--- src/rtl/hazard_pkg.sv ---
// rtl/hazard_pkg.sv - shared types and constants for the hazard stall controller
package hazard_pkg;

  localparam int REG_ADDR_W = 5;
  localparam logic [REG_ADDR_W-1:0] ZERO_REG = 5'd0;

  typedef enum logic [1:0] {
    RUN,
    LD_STALL,
    MEM_WAIT
  } state_t;

endpackage

--- src/rtl/load_use_detect.sv ---
// rtl/load_use_detect.sv - combinational load-use hazard detection between ID and EX
module load_use_detect
  import hazard_pkg::*;
(
  input  logic [REG_ADDR_W-1:0] ID_rs1,
  input  logic [REG_ADDR_W-1:0] ID_rs2,
  input  logic                  ID_uses_rs1,
  input  logic                  ID_uses_rs2,
  input  logic                  EX_MemRead,
  input  logic [REG_ADDR_W-1:0] EX_rd,
  output logic                  lu
);

  logic rs1_hit;
  logic rs2_hit;

  assign rs1_hit = ID_uses_rs1 && (ID_rs1 == EX_rd);
  assign rs2_hit = ID_uses_rs2 && (ID_rs2 == EX_rd);
  // A load into x0 never creates a dependency.
  assign lu      = EX_MemRead && (EX_rd != ZERO_REG) && (rs1_hit || rs2_hit);

endmodule

--- src/rtl/hazard_stall_control.sv ---
// rtl/hazard_stall_control.sv - PC / pipeline-register enable and flush control
// for load-use stalls, memory-busy freezes and taken-branch squashes.
module hazard_stall_control
  import hazard_pkg::*;
#(
  parameter int LOAD_STALL_CYCLES = 1,
  parameter int CNT_W             = 16
) (
  input  logic                  clk,
  input  logic                  rst,
  input  logic [REG_ADDR_W-1:0] ID_rs1,
  input  logic [REG_ADDR_W-1:0] ID_rs2,
  input  logic                  ID_uses_rs1,
  input  logic                  ID_uses_rs2,
  input  logic                  EX_MemRead,
  input  logic [REG_ADDR_W-1:0] EX_rd,
  input  logic                  EX_branch_taken,
  input  logic                  mem_busy,
  output logic                  PCWrite,
  output logic                  IF_ID_Write,
  output logic                  ID_EX_Write,
  output logic                  IF_ID_Flush,
  output logic                  ID_EX_Flush,
  output logic [CNT_W-1:0]      stall_count,
  output logic [CNT_W-1:0]      flush_count
);

  localparam logic [3:0] LCNT_INIT = 4'(LOAD_STALL_CYCLES - 1);

  state_t     state, state_nxt;
  logic [3:0] lcnt, lcnt_nxt;
  logic       lu;
  logic       stalling;
  logic       flush_evt;

  load_use_detect u_lu (
    .ID_rs1      (ID_rs1),
    .ID_rs2      (ID_rs2),
    .ID_uses_rs1 (ID_uses_rs1),
    .ID_uses_rs2 (ID_uses_rs2),
    .EX_MemRead  (EX_MemRead),
    .EX_rd       (EX_rd),
    .lu          (lu)
  );

  // Leaving MEM_WAIT behaves like the state we return to, so no idle cycle is lost.
  assign stalling = (state == LD_STALL) || ((state == MEM_WAIT) && (lcnt != 4'd0));

  always_comb begin
    state_nxt   = state;
    lcnt_nxt    = lcnt;
    flush_evt   = 1'b0;
    PCWrite     = 1'b1;
    IF_ID_Write = 1'b1;
    ID_EX_Write = 1'b1;
    IF_ID_Flush = 1'b0;
    ID_EX_Flush = 1'b0;
    if (rst) begin
      PCWrite     = 1'b0;
      IF_ID_Write = 1'b0;
      ID_EX_Write = 1'b0;
    end else if (mem_busy) begin
      PCWrite     = 1'b0;
      IF_ID_Write = 1'b0;
      ID_EX_Write = 1'b0;
      state_nxt   = MEM_WAIT;
    end else if (EX_branch_taken) begin
      IF_ID_Flush = 1'b1;
      ID_EX_Flush = 1'b1;
      flush_evt   = 1'b1;
      lcnt_nxt    = 4'd0;
      state_nxt   = RUN;
    end else if (stalling) begin
      PCWrite     = 1'b0;
      IF_ID_Write = 1'b0;
      ID_EX_Flush = 1'b1;
      lcnt_nxt    = lcnt - 4'd1;
      state_nxt   = (lcnt == 4'd1) ? RUN : LD_STALL;
    end else if (lu) begin
      PCWrite     = 1'b0;
      IF_ID_Write = 1'b0;
      ID_EX_Flush = 1'b1;
      if (LOAD_STALL_CYCLES > 1) begin
        lcnt_nxt  = LCNT_INIT;
        state_nxt = LD_STALL;
      end else begin
        state_nxt = RUN;
      end
    end else begin
      state_nxt = RUN;
    end
  end

  always_ff @(posedge clk or posedge rst) begin
    if (rst) begin
      state       <= RUN;
      lcnt        <= 4'd0;
      stall_count <= '0;
      flush_count <= '0;
    end else begin
      state <= state_nxt;
      lcnt  <= lcnt_nxt;
      if (!PCWrite && (stall_count != '1))
        stall_count <= stall_count + 1'b1;
      if (flush_evt && (flush_count != '1))
        flush_count <= flush_count + 1'b1;
    end
  end

endmodule

--- config.mk ---
export PLATFORM = sky130hd
export DESIGN_NAME = hazard_stall_control
export DESIGN_NICKNAME = d
export VERILOG_FILES = /design/src/rtl/hazard_pkg.sv /design/src/rtl/load_use_detect.sv /design/src/rtl/hazard_stall_control.sv
export SDC_FILE = /design/constraint.sdc
export NUM_CORES = 1
export LEC_CHECK = 0
export CAP_MARGIN = 20
export CORE_ASPECT_RATIO = 1.2
export CORE_UTILIZATION = 56
export CTS_CLUSTER_SIZE = 10
export DETAILED_ROUTE_END_ITERATION = 7
export DONT_BUFFER_PORTS = 1
export HOLD_SLACK_MARGIN = 0.02
export MAX_ROUTING_LAYER = met4
export PLACE_DENSITY = 0.7
export REMOVE_ABC_BUFFERS = 1
export SYNTH_ARGS = -nofsm -noshare
export SYNTH_HDL_FRONTEND = slang
export SYNTH_SLANG_ARGS = --single-unit
--- constraint.sdc ---
create_clock -name clk -period 1.8 [get_ports clk]
set_input_delay 0.18 -clock clk [delete_from_list [all_inputs] [get_ports clk]]
set_output_delay 0.18 -clock clk [all_outputs]
set_load 0.1 [all_outputs]
==> out/metrics.json <==
{
  "placement": {
    "post-place-ws_ns": -0.0804,
    "io_buffers": 0,
    "place.detailed.hpwl_um": 3270,
    "gp_congestion": 0.794,
    "instance_count_after_placement_with_tap_cells_included": 270
  },
  "timing": {
    "fin_setup_tns_ns": -2.51,
    "slew-limit-headroom_pct": 68.5,
    "worst_slew_pin_slew_ns": 0.472,
    "report.final.hold_viol_count": 0,
    "final_period_minus_worst_setup_slack_ns": 2.06,
    "timing.fmax_mhz": 485,
    "final.hold.worst_slack_ns": 0.0551,
    "report.final.setup_viol": 21,
    "finalCritPeriodShare_pct": 115,
    "fin_ws_ns": -0.261,
    "slew_viol_final": 0,
    "grt_setup_unrepaired": "yes",
    "worst_clock_skew_ns": 0.00763
  },
  "route": {
    "drtAntennaViolNets": 0,
    "vias_per_cell": 5.89,
    "drtIter0Drc": 49,
    "drt-pass1-iter-count": 4,
    "drt_wl_total_um": 5350,
    "post_drt_wl_per_cell_um": 18.1,
    "num_vias": 1738,
    "drc": 0
  },
  "floorplanning": {
    "rows": 23,
    "io-pin-count": 59,
    "floorplan.initialDensity_pct": 59.5,
    "core_um2": 3370,
    "die_h_um": 67.5,
    "die_area_um2": 3820,
    "die_width_um": 56.6
  },
  "outcome": {
    "violations": "setup timing",
    "status": "finished, violations left"
  },
  "clock_network": {
    "clkSinkCount": 38,
    "htree_levels": 2,
    "tritoncts": "yes",
    "clk_pin_slew_ns": 0.07,
    "cts_made_buffers": 5,
    "cts-root-to-sink-buffers": 2,
    "clkLatencyLatePin_ns": 0.29,
    "cts.root.buffer_cell": "clkbuf_8"
  },
  "global_routing": {
    "first_global_vias": 1871,
    "grt_remaining_overflow": 0,
    "largest_net_degree_at_the_start_of_global_routing": 39,
    "global_route_wire_length_before_repair_um": 8110,
    "antenna_found_initial": 0,
    "grt_usage_pct": 28.8
  },
  "critical_path": {
    "crit_path_start": "lcnt[0]",
    "critical-path-slowest-cell": "dfrtp_1",
    "r2r-end": "stall_count[5]",
    "rrSetupSlack_ns": -0.19,
    "worstPathCellList": "inv_2 > ha_4 > a211o_1 > nand2_2 > a21oi_4 > buf_6 > a21boi_4 > buf_12",
    "cp_max_fo": 2,
    "setup_cp_type": "flop to output pin",
    "critical-path-max-stage-delay_ns": 0.39,
    "startpoint_of_the_worst_slack_reg_to_reg_timing_path": "lcnt[0]",
    "reg2regPathDepth": 10,
    "endpoint_kind": "output pin",
    "timing.critical_path.arrival_ns": 1.88,
    "critical_path_required_ns": 1.62,
    "crit_path_start_kind": "flop"
  },
  "power_and_ir_drop": {
    "worst_vdd_drop_v": 0.00156,
    "power_per_cell_area_nw_per_um2": 1570,
    "leakagePower_nw": 1.32
  },
  "synthesis": {
    "synth-edff-count": 0,
    "ys.flop_type": "dfrtp_1",
    "post_synth_inst_count": 189,
    "seq_area_frac_synth_pct": 47.4,
    "ys_seq_elements": 38,
    "synth-warning-count": 0,
    "synth_top_cells_by_area": "dfrtp_1 (47%), xnor2_1 (17%), nand4_1 (5.0%)",
    "netlist-cell-type-count": 36,
    "yosys-top-cells-count": "dfrtp_1 (38), xnor2_1 (38), nand2_1 (20)",
    "synth.avg_cell_area_um2": 10.6,
    "ys_async_sr_fraction_pct": 100,
    "yosys.area.top_type": "dfrtp_1",
    "syn_area_um2": 2000,
    "synth_top_cell_area_share_pct": 47.4
  },
  "run": {
    "max-cap-violations": 0
  },
  "hold_path": {
    "worstHoldPathType": "input port to flop",
    "holdCritStartpoint": "mem_busy",
    "hold-path-cell-count": 1,
    "worst_hold_path.endpoint": "state[1]"
  },
  "layout": {
    "final_nets": 284,
    "stdcell_count": 295,
    "diodes": 0,
    "final_core_util_pct": 84.7,
    "drive_gt1_share_pct": 43.4,
    "area_growth_syn_to_layout_pct": 42.3
  }
}
## layer usage
| metal | part of all wire [%] | vias to the layer above | track usage [%] |
|---|---|---|---|
| met2 | 55 | 88 | 51.2 |
| li1 | - | 786 | - |
| met4 | 3.6 | 0 | 14.9 |
| met1 | 36 | 845 | 29.2 |
| met5 | 0 | - | - |
| met3 | 6.2 | 19 | 7.66 |
## flip-flops by register name, summed over array words and instances, names as in the netlist
| signal | flops |
|---|---|
| flush_count | 16 |
| lcnt | 4 |
| state | 2 |
| stall_count | 16 |
## worst max-delay path, delay by kind of cell, from the launching register on
family	cells	cell delay [ns]
compound gates	3	0.51
fa+ha+maj	1	0.15
buf+inv	3	0.40
flops	1	0.39
simple gates	1	0.14
## per-stage QoR
stage / power (mW) / cell area [um2]
after CTS: 4.22 / 2690
after global placement: 3.28 / 2420
after detailed placement: 3.36 / 2420
after global routing: 4.66 / 2850
after floorplan: 2.80 / 1980
final: 4.48 / 2850
## logic make-up after synthesis
group / after synthesis / synth area share [%]
DFF: 38 / 47.4
xor gates and xnor gates: 42 / 18.4
and+or+nand+nor: 77 / 21.8
buffers and inverters: 11 / 2.43
AOI/OAI and AO/OA: 12 / 4.56
muxes: 4 / 2.25
adders and majority gates: 5 / 3.12
## worst max path at each step
stage | end | slack, ns | depth (start not counted)
after global routing | ID_EX_Flush | -0.31 | 8
after CTS | ID_EX_Flush | -0.21 | 8
final | ID_EX_Flush | -0.26 | 8
after floorplan | ID_EX_Flush | -2.27 | 2
after detailed placement | stall_count[0] | -0.08 | 8
after global placement | stall_count[12] | -0.05 | 7
## what timing repair did
action	CTS	global route
pin swaps	16	20
gates cloned	1	0
endpoints found under the setup margin	15	28
hold buffers	2	0
endpoints found under the hold margin	40	0
buffers inserted	12	7
gates resized for setup	16	31
## cell type report
class	instances	area (um2)
clock inverters	2	12.5
inverters	7	26.3
flip-flops and latches	38	952
clock buffers	6	82.6
repair buffers	64	533
multi-input cells	141	1200
well taps	37	46.3
fillers	181	514
## cell usage in the layout (no fill, tap or decap), types with 2 or more instances in the layout
cell type,n
ha_4,2
nand2_1,14
buf_12,2
clkbuf_8,6
xnor2_2,2
nor2_2,2
xnor2_1,36
nand2_2,4
ha_1,3
inv_2,3
nor4_4,2
dlygate4sd3_1,2
nand2_4,4
inv_1,4
buf_4,54
nor2_1,9
buf_6,6
xor2_1,4
and4_4,2
nand4_1,16
nand3_1,8
mux2_4,2
dfrtp_1,37
a21boi_4,2
and3_4,4
and3_1,6
mux2_2,2
## report_power, final
part | internal, mW | switching, mW | total (mW)
Clock | 0.308 | 0.304 | 0.612
Combinational | 0.841 | 1.86 | 2.70
Sequential | 1.04 | 0.129 | 1.17
Total | 2.19 | 2.29 | 4.48
(Power assumes the default switching activity.)
